<file path="src/rtl/chgroup_classifier.sv">
// chgroup_classifier
//
// Purpose:
//   Sits downstream of the 64-input max tree. Each cycle it may take one
//   per-channel maximum together with that sample's pass threshold and
//   channel index. It assigns the channel to a power-of-two group relative
//   to the threshold, streams the group index out, and keeps a per-group
//   population histogram over a pass of NUM_CH channels.
//
//   Group g is the smallest k in [0, NUM_GROUPS-1] with
//   max_val > (Tmax_in >> (k+1)). If no k qualifies, g = NUM_GROUPS-1.
//   A sample above the threshold saturates into group 0 and raises sat_flag.
//
// Ports:
//   clk, rstn        single rising-edge clock, asynchronous active-low reset
//   start            begin a pass from IDLE, or abort and restart a running pass
//   valid_in         max_val / Tmax_in / Chidx_in valid this cycle (no backpressure)
//   max_val          channel maximum, unsigned
//   Tmax_in          pass threshold, unsigned
//   Chidx_in         channel index, passed through unchecked
//   cnt_rd_sel       histogram read select
//   cnt_rd_data      population of group cnt_rd_sel (combinational read)
//   gidx_valid       classification result valid
//   gidx_out         group index of the result
//   gidx_ch          channel index of the result
//   sat_flag         result was clamped to group 0 because max_val > Tmax_in
//   busy             FSM is not IDLE
//   done             one-cycle pulse: pass complete, histogram final
//   drop             one-cycle pulse: a valid_in arrived while not accepting

module chgroup_classifier #(
    parameter int DATA_W     = 16,
    parameter int NUM_GROUPS = 8,
    parameter int GIDX_W     = 3,
    parameter int NUM_CH     = 64,
    parameter int CNT_W      = 7
) (
    input  logic              clk,
    input  logic              rstn,
    input  logic              start,
    input  logic              valid_in,
    input  logic [DATA_W-1:0] max_val,
    input  logic [DATA_W-1:0] Tmax_in,
    input  logic [DATA_W-1:0] Chidx_in,
    input  logic [GIDX_W-1:0] cnt_rd_sel,
    output logic [CNT_W-1:0]  cnt_rd_data,
    output logic              gidx_valid,
    output logic [GIDX_W-1:0] gidx_out,
    output logic [DATA_W-1:0] gidx_ch,
    output logic              sat_flag,
    output logic              busy,
    output logic              done,
    output logic              drop
);

    typedef enum logic [1:0] {
        IDLE,
        COLLECT,
        DRAIN
    } state_t;

    state_t state;
    state_t state_next;

    logic [CNT_W-1:0] acc_cnt;
    logic [CNT_W-1:0] acc_next;

    // Control decoded from the current state and inputs
    logic accept;
    logic clear;
    logic flush;
    logic done_set;

    // Stage 1: registered inputs
    logic              s1_valid;
    logic [DATA_W-1:0] s1_max;
    logic [DATA_W-1:0] s1_tmax;
    logic [DATA_W-1:0] s1_ch;

    // Classification of the stage-1 sample
    logic [GIDX_W-1:0] class_g;
    logic              class_sat;

    // Per-group population histogram
    logic [CNT_W-1:0] count [NUM_GROUPS];

    // State and accept counter register.
    always_ff @(posedge clk or negedge rstn) begin
        if (!rstn) begin
            state   <= IDLE;
            acc_cnt <= '0;
        end else begin
            state   <= state_next;
            acc_cnt <= acc_next;
        end
    end

    // Next-state and control decode. A start outside IDLE is an abort: it
    // clears the histogram, flushes the pipeline and, unlike a start from
    // IDLE, accepts a coincident valid_in as channel 0 of the new pass.
    // DRAIN waits for stage 1 to empty; the stage-2 update of the last
    // sample lands on the same edge, so done is raised one edge later
    // together with the return to IDLE.
    always_comb begin
        state_next = state;
        acc_next   = acc_cnt;
        accept     = 1'b0;
        clear      = 1'b0;
        flush      = 1'b0;
        done_set   = 1'b0;
        case (state)
            IDLE: begin
                if (start) begin
                    clear      = 1'b1;
                    acc_next   = '0;
                    state_next = COLLECT;
                end
            end
            COLLECT: begin
                if (start) begin
                    clear      = 1'b1;
                    flush      = 1'b1;
                    accept     = valid_in;
                    acc_next   = valid_in ? CNT_W'(1) : '0;
                    state_next = (valid_in && NUM_CH == 1) ? DRAIN : COLLECT;
                end else if (valid_in) begin
                    accept   = 1'b1;
                    acc_next = acc_cnt + CNT_W'(1);
                    if (acc_cnt == CNT_W'(NUM_CH - 1)) begin
                        state_next = DRAIN;
                    end
                end
            end
            DRAIN: begin
                if (start) begin
                    clear      = 1'b1;
                    flush      = 1'b1;
                    accept     = valid_in;
                    acc_next   = valid_in ? CNT_W'(1) : '0;
                    state_next = (valid_in && NUM_CH == 1) ? DRAIN : COLLECT;
                end else if (!s1_valid) begin
                    done_set   = 1'b1;
                    state_next = IDLE;
                end
            end
            default: begin
                state_next = IDLE;
            end
        endcase
    end

    // Stage 1 captures accepted samples. Only the valid bit matters on an
    // abort: the coincident sample, if any, is the first of the new pass.
    always_ff @(posedge clk or negedge rstn) begin
        if (!rstn) begin
            s1_valid <= 1'b0;
            s1_max   <= '0;
            s1_tmax  <= '0;
            s1_ch    <= '0;
        end else begin
            s1_valid <= accept;
            if (accept) begin
                s1_max  <= max_val;
                s1_tmax <= Tmax_in;
                s1_ch   <= Chidx_in;
            end
        end
    end

    // Group search: scan from the coarsest group down so that the smallest
    // qualifying k wins. Shifts past the data width yield zero, so any
    // non-zero maximum qualifies at the deepest groups when Tmax is small.
    always_comb begin
        class_g = GIDX_W'(NUM_GROUPS - 1);
        for (int k = NUM_GROUPS - 1; k >= 0; k--) begin
            if (s1_max > (s1_tmax >> (k + 1))) begin
                class_g = GIDX_W'(k);
            end
        end
        class_sat = (s1_max > s1_tmax);
    end

    // Stage 2 issues the result. A flush drops whatever was in stage 1.
    always_ff @(posedge clk or negedge rstn) begin
        if (!rstn) begin
            gidx_valid <= 1'b0;
            gidx_out   <= '0;
            gidx_ch    <= '0;
            sat_flag   <= 1'b0;
        end else begin
            gidx_valid <= s1_valid && !flush;
            if (s1_valid && !flush) begin
                gidx_out <= class_g;
                gidx_ch  <= s1_ch;
                sat_flag <= class_sat;
            end
        end
    end

    // Histogram update on the same edge a result issues. Clearing takes
    // priority, which also discards the count of a flushed sample. At most
    // NUM_CH results occur per pass, so the counters cannot wrap.
    always_ff @(posedge clk or negedge rstn) begin
        if (!rstn) begin
            for (int i = 0; i < NUM_GROUPS; i++) begin
                count[i] <= '0;
            end
        end else if (clear) begin
            for (int i = 0; i < NUM_GROUPS; i++) begin
                count[i] <= '0;
            end
        end else if (s1_valid) begin
            count[class_g] <= count[class_g] + CNT_W'(1);
        end
    end

    // Status pulses: done marks the final histogram, drop a rejected sample.
    always_ff @(posedge clk or negedge rstn) begin
        if (!rstn) begin
            done <= 1'b0;
            drop <= 1'b0;
        end else begin
            done <= done_set;
            drop <= valid_in && !accept;
        end
    end

    assign busy        = (state != IDLE);
    assign cnt_rd_data = count[cnt_rd_sel];

endmodule
</file>
<file path="config.mk">
export PLATFORM = sky130hd
export DESIGN_NAME = chgroup_classifier
export DESIGN_NICKNAME = d
export VERILOG_FILES = /design/src/rtl/chgroup_classifier.sv
export SDC_FILE = /design/constraint.sdc
export NUM_CORES = 1
export LEC_CHECK = 0
export CAP_MARGIN = 10
export CELL_PAD_IN_SITES_DETAIL_PLACEMENT = 0
export CELL_PAD_IN_SITES_GLOBAL_PLACEMENT = 1
export CORE_ASPECT_RATIO = 1.25
export CORE_MARGIN = 3
export CORE_UTILIZATION = 45
export DETAILED_ROUTE_END_ITERATION = 10
export GPL_ROUTABILITY_DRIVEN = 1
export HOLD_SLACK_MARGIN = 0.02
export PLACE_DENSITY_LB_ADDON = 0.05
export SETUP_SLACK_MARGIN = 0.2
export SLEW_MARGIN = 20
export SYNTH_ARGS = -nofsm -noshare
export SYNTH_HDL_FRONTEND = slang
export SYNTH_SLANG_ARGS = --single-unit
</file>
<file path="constraint.sdc">
create_clock -name clk -period 5.15 [get_ports clk]
set_input_delay 1.03 -clock clk [delete_from_list [all_inputs] [get_ports clk]]
set_output_delay 1.03 -clock clk [all_outputs]
set_load 0.005 [all_outputs]
</file>
==> run summary <==
number of violations reported at the end of detailed-routing iteration 0 -> 501
die width -> 131 um
number of flops mapped to enable cells by yosys -> 0
number of warning messages in the yosys log -> 0
Crit Reg-Reg Startpoint -> s1_max[14]
maximum frequency from static timing analysis -> 222 MHz
number of clock buffers inserted by TritonCTS -> 17
initial antenna violation count -> 0
cells on worst reg2reg path -> 13
synth unique cells -> 69
share of synthesized area occupied by flip-flops and latches -> 38.7%
cts-stage hold buffer count -> 0
transition time at the pin with the least slew margin -> 0.853 ns
Critical Path Sink -> count[34]
clk_lat worst skew -> 0.43 ns
average instance area after synthesis -> 9.75 sq um
area occupied by multi-input gates -> 5230 sq um
Post-Route Hold Slack -> 0.464 ns
combined flip-flop and latch cell area -> 3430 sq um
CTS max path bufs -> 2
worst-path fanout max -> 8
Worst Path Required -> 5.44 ns
Port-buffer cells -> 85
core region area -> 19100 sq um
number of global-route vias before repair -> 7500
Final Net Count -> 1165
minimum clock period -> 4.51 ns
ANT nets after route -> 0
overall power after layout -> 6.71 mW
count of cells resized by post-cts repair -> 0
#FFs+latches synth -> 137
global-route wire length before repair -> 41300 um
cell with the biggest individual delay on the critical path -> sky130_fd_sc_hd__or4_4
post-DR vias/cell -> 5.73
share of total power consumed by net switching -> 45.5%
most used flip-flop cell after synthesis -> sky130_fd_sc_hd__dfrtp_1
data arrival time of the critical path -> 4.80 ns
# Max-Cap Violations -> 0
count of fill cells added during filler insertion -> 1724
number of search-and-repair iterations in the first detailed-routing pass -> 5
internal power component -> 3.66 mW
Syn Inst Count -> 907
setup repair after global routing missed its margin -> no
critical path launch point -> s1_max[14]
CTS tree -> done
chip height -> 163 um
number of top-level pins -> 86
hold violation count in the final report -> 0
initial standard-cell utilization of the core -> 46.4%
worst r2r dst -> count[34]
period utilization -> 87.6%
number of post-CTS setup repair buffers -> 0
status -> finished clean
Worst setup SP type -> flop
switching component of the power -> 3.06 mW
worst setup path class -> flop to flop
final number of setup-violating endpoints -> 0
reg2reg setup slack -> 0.64 ns
crit end category -> flop
number of standard-cell rows in the floorplan -> 56
delay contributed by the slowest stage of the critical path -> 0.62 ns
setup TNS -> 0 ns
Yosys top cell area share -> 38.7%
cell family with the largest share of critical-path delay -> simple AND/OR/NAND/NOR gates
Reg power frac -> 25.4%
Gate power share -> 56.1%
post-synthesis to final-layout area growth -> 20.7%
library cell used as clock root buffer -> sky130_fd_sc_hd__clkbuf_16
clk sinks -> 137
async set-or-reset flop fraction in the synthesized netlist -> 100%
worst-path cell chain -> or4_4 > a211o_1 > or4_4 > nand2_1 > nand2_1 > a22o_1 > a311oi_1 > inv_1 > ha_1 > inv_1 > nor4_2 > xor2_2 > a21oi_1
logic depth of the worst path, buffers included -> 13
clk_skew -> 0.0108 ns
DRC Markers -> 0
sum of buffers and inverters on the critical path -> 2
Final Wtd Congestion -> 0.918
GRT overflow -> 0
die outline area -> 21400 sq um
net count of the mapped netlist -> 1068
library cell occupying the most area in the post-synthesis netlist -> sky130_fd_sc_hd__dfrtp_1
layout cells sized above 1 -> 12.4%
worst supply voltage drop on vdd -> 0.297 mV
Post-Synthesis Cell Area -> 8850 sq um
maximum number of pins on one net before global-route repair -> 71
class of the most critical hold timing path -> flop to flop
Worst-path clk slew -> 0.06 ns
post-DR wirelength/cell -> 20.3 um
Synth top cells by count -> sky130_fd_sc_hd__nand2_1 (154), sky130_fd_sc_hd__dfrtp_1 (137), sky130_fd_sc_hd__ha_1 (106), sky130_fd_sc_hd__o21ai_0 (64), sky130_fd_sc_hd__a21oi_1 (51)
vias after detailed routing -> 7323
number of max-slew violations in the final report -> 0
GRT Resource Usage Total -> 24.5%
H-tree lvl count -> 4
clock network fraction of total power -> 18.4%
most used standard cell by instance count after synthesis -> sky130_fd_sc_hd__nand2_1
Ant. Diodes -> 0
DRT Wirelength -> 26000 um
biggest area contributors in the synthesized netlist -> sky130_fd_sc_hd__dfrtp_1 (39%), sky130_fd_sc_hd__ha_1 (15%), sky130_fd_sc_hd__nand2_1 (6.5%)
HPWL after DPL -> 18900 um
static leakage -> 4.73 nW
P per Cell Area -> 629 nW/um^2
remaining max-slew budget at the tightest pin -> 43.1%
[worst min-delay path by stage]
stage	to	cells past startpoint	slack, ns	from
after floorplan	gidx_ch[0]	2	0.43	s1_ch[0]
after global placement	gidx_ch[13]	2	0.44	s1_ch[13]
after detailed placement	gidx_ch[11]	2	0.45	s1_ch[11]
final	gidx_ch[4]	2	0.46	s1_ch[4]
after global routing	gidx_ch[10]	2	0.49	gidx_ch[10]
after CTS	gidx_ch[4]	2	0.47	s1_ch[4]
[metrics by stage]
stage	setup slack (ns)	instances	cell area, sq um	utilization (%)
floorplan	1.18	907	8850	-
global placement	0.565	1246	10100	52.9
detailed placement	0.561	1246	10100	52.9
CTS	0.532	1277	10700	55.9
global route	0.365	1277	10700	56.0
finish	0.641	1277	10700	56.0
[power groups by stage]
| stage | registers [mW] | logic [mW] | clock network (mW) |
|---|---|---|---|
| after floorplan | 1.62 | 2.51 | 0 |
| after global placement | 1.72 | 3.69 | 0 |
| after detailed placement | 1.73 | 3.72 | 0 |
| after CTS | 1.71 | 3.74 | 1.26 |
| after global routing | 1.76 | 4.24 | 1.30 |
| final | 1.71 | 3.77 | 1.24 |
[state kept, by name (all words and copies together) (netlist names)]
name,flops
s1_ch,16
gidx_ch,16
done,1
gidx_out,3
s1_tmax,16
acc_cnt,7
drop,1
s1_max,16
gidx_valid,1
state,2
s1_valid,1
count,56
sat_flag,1
[area by class of cell]
type                       count  share of cell area (%)
multi-input combinational    712                    49.0
clock buffer                  19                    4.05
inverter                      31                    1.09
timing repair buffer         105                    9.38
tap                          261                    3.06
sequential                   137                    32.1
clock inverter                12                    1.32
[routing by layer]
metal / wire length [um] / global-route usage, % / up-vias
li1: - / - / 3544
met1: 10900 / 29.6 / 3495
met2: 13000 / 42.9 / 208
met3: 1060 / 4.30 / 76
met4: 1040 / 11.2 / 0
met5: 0 / 0 / -
[cell usage in the layout, fill, tap and decap left out, types with 4 or more instances in the layout]
cell type                           n
sky130_fd_sc_hd__inv_1             30
sky130_fd_sc_hd__buf_4             20
sky130_fd_sc_hd__o31ai_1            4
sky130_fd_sc_hd__a31oi_1            6
sky130_fd_sc_hd__inv_6              4
sky130_fd_sc_hd__ha_1             106
sky130_fd_sc_hd__o21ai_0           64
sky130_fd_sc_hd__a221oi_1           4
sky130_fd_sc_hd__and2_1             6
sky130_fd_sc_hd__mux2_2            41
sky130_fd_sc_hd__a21oi_1           51
sky130_fd_sc_hd__mux2i_1           11
sky130_fd_sc_hd__nor2b_1           11
sky130_fd_sc_hd__dfrtp_1          137
sky130_fd_sc_hd__or2_2              4
sky130_fd_sc_hd__o211ai_1           7
sky130_fd_sc_hd__and3_1             8
sky130_fd_sc_hd__nand4_1           20
sky130_fd_sc_hd__a21o_1            10
sky130_fd_sc_hd__nor3_1            17
sky130_fd_sc_hd__nand2b_1          12
sky130_fd_sc_hd__o21ai_1           12
sky130_fd_sc_hd__mux4_2            14
sky130_fd_sc_hd__o21a_1             7
sky130_fd_sc_hd__nand2_1          154
sky130_fd_sc_hd__nand4b_1           4
sky130_fd_sc_hd__o22ai_1            5
sky130_fd_sc_hd__nor2_1            31
sky130_fd_sc_hd__a211oi_1           9
sky130_fd_sc_hd__clkbuf_16         17
sky130_fd_sc_hd__a22o_1            14
sky130_fd_sc_hd__or3_1              8
sky130_fd_sc_hd__nand3_1           18
sky130_fd_sc_hd__clkdlybuf4s50_1   84
[cell families after synthesis]
group | Yosys count | synth area share [%]
flops | 137 | 38.7
mux | 66 | 10.0
compound gates | 219 | 15.8
simple gates | 316 | 17.4
buf+inv | 58 | 2.50
xor+xnor | 5 | 0.495
fa+ha+maj | 106 | 15.0
[worst register-to-register path, delay by kind of cell (launching register included)]
| family | cells | cell delay [ns] |
|---|---|---|
| AO/OA/AOI/OAI | 4 | 1.15 |
| XOR/XNOR | 1 | 0.37 |
| adder cells (fa/ha/maj) | 1 | 0.26 |
| AND/OR/NAND/NOR | 5 | 1.78 |
| buffers and inverters | 2 | 0.36 |
| flip-flops | 1 | 0.47 |
Power figures use the tool's default switching activity.
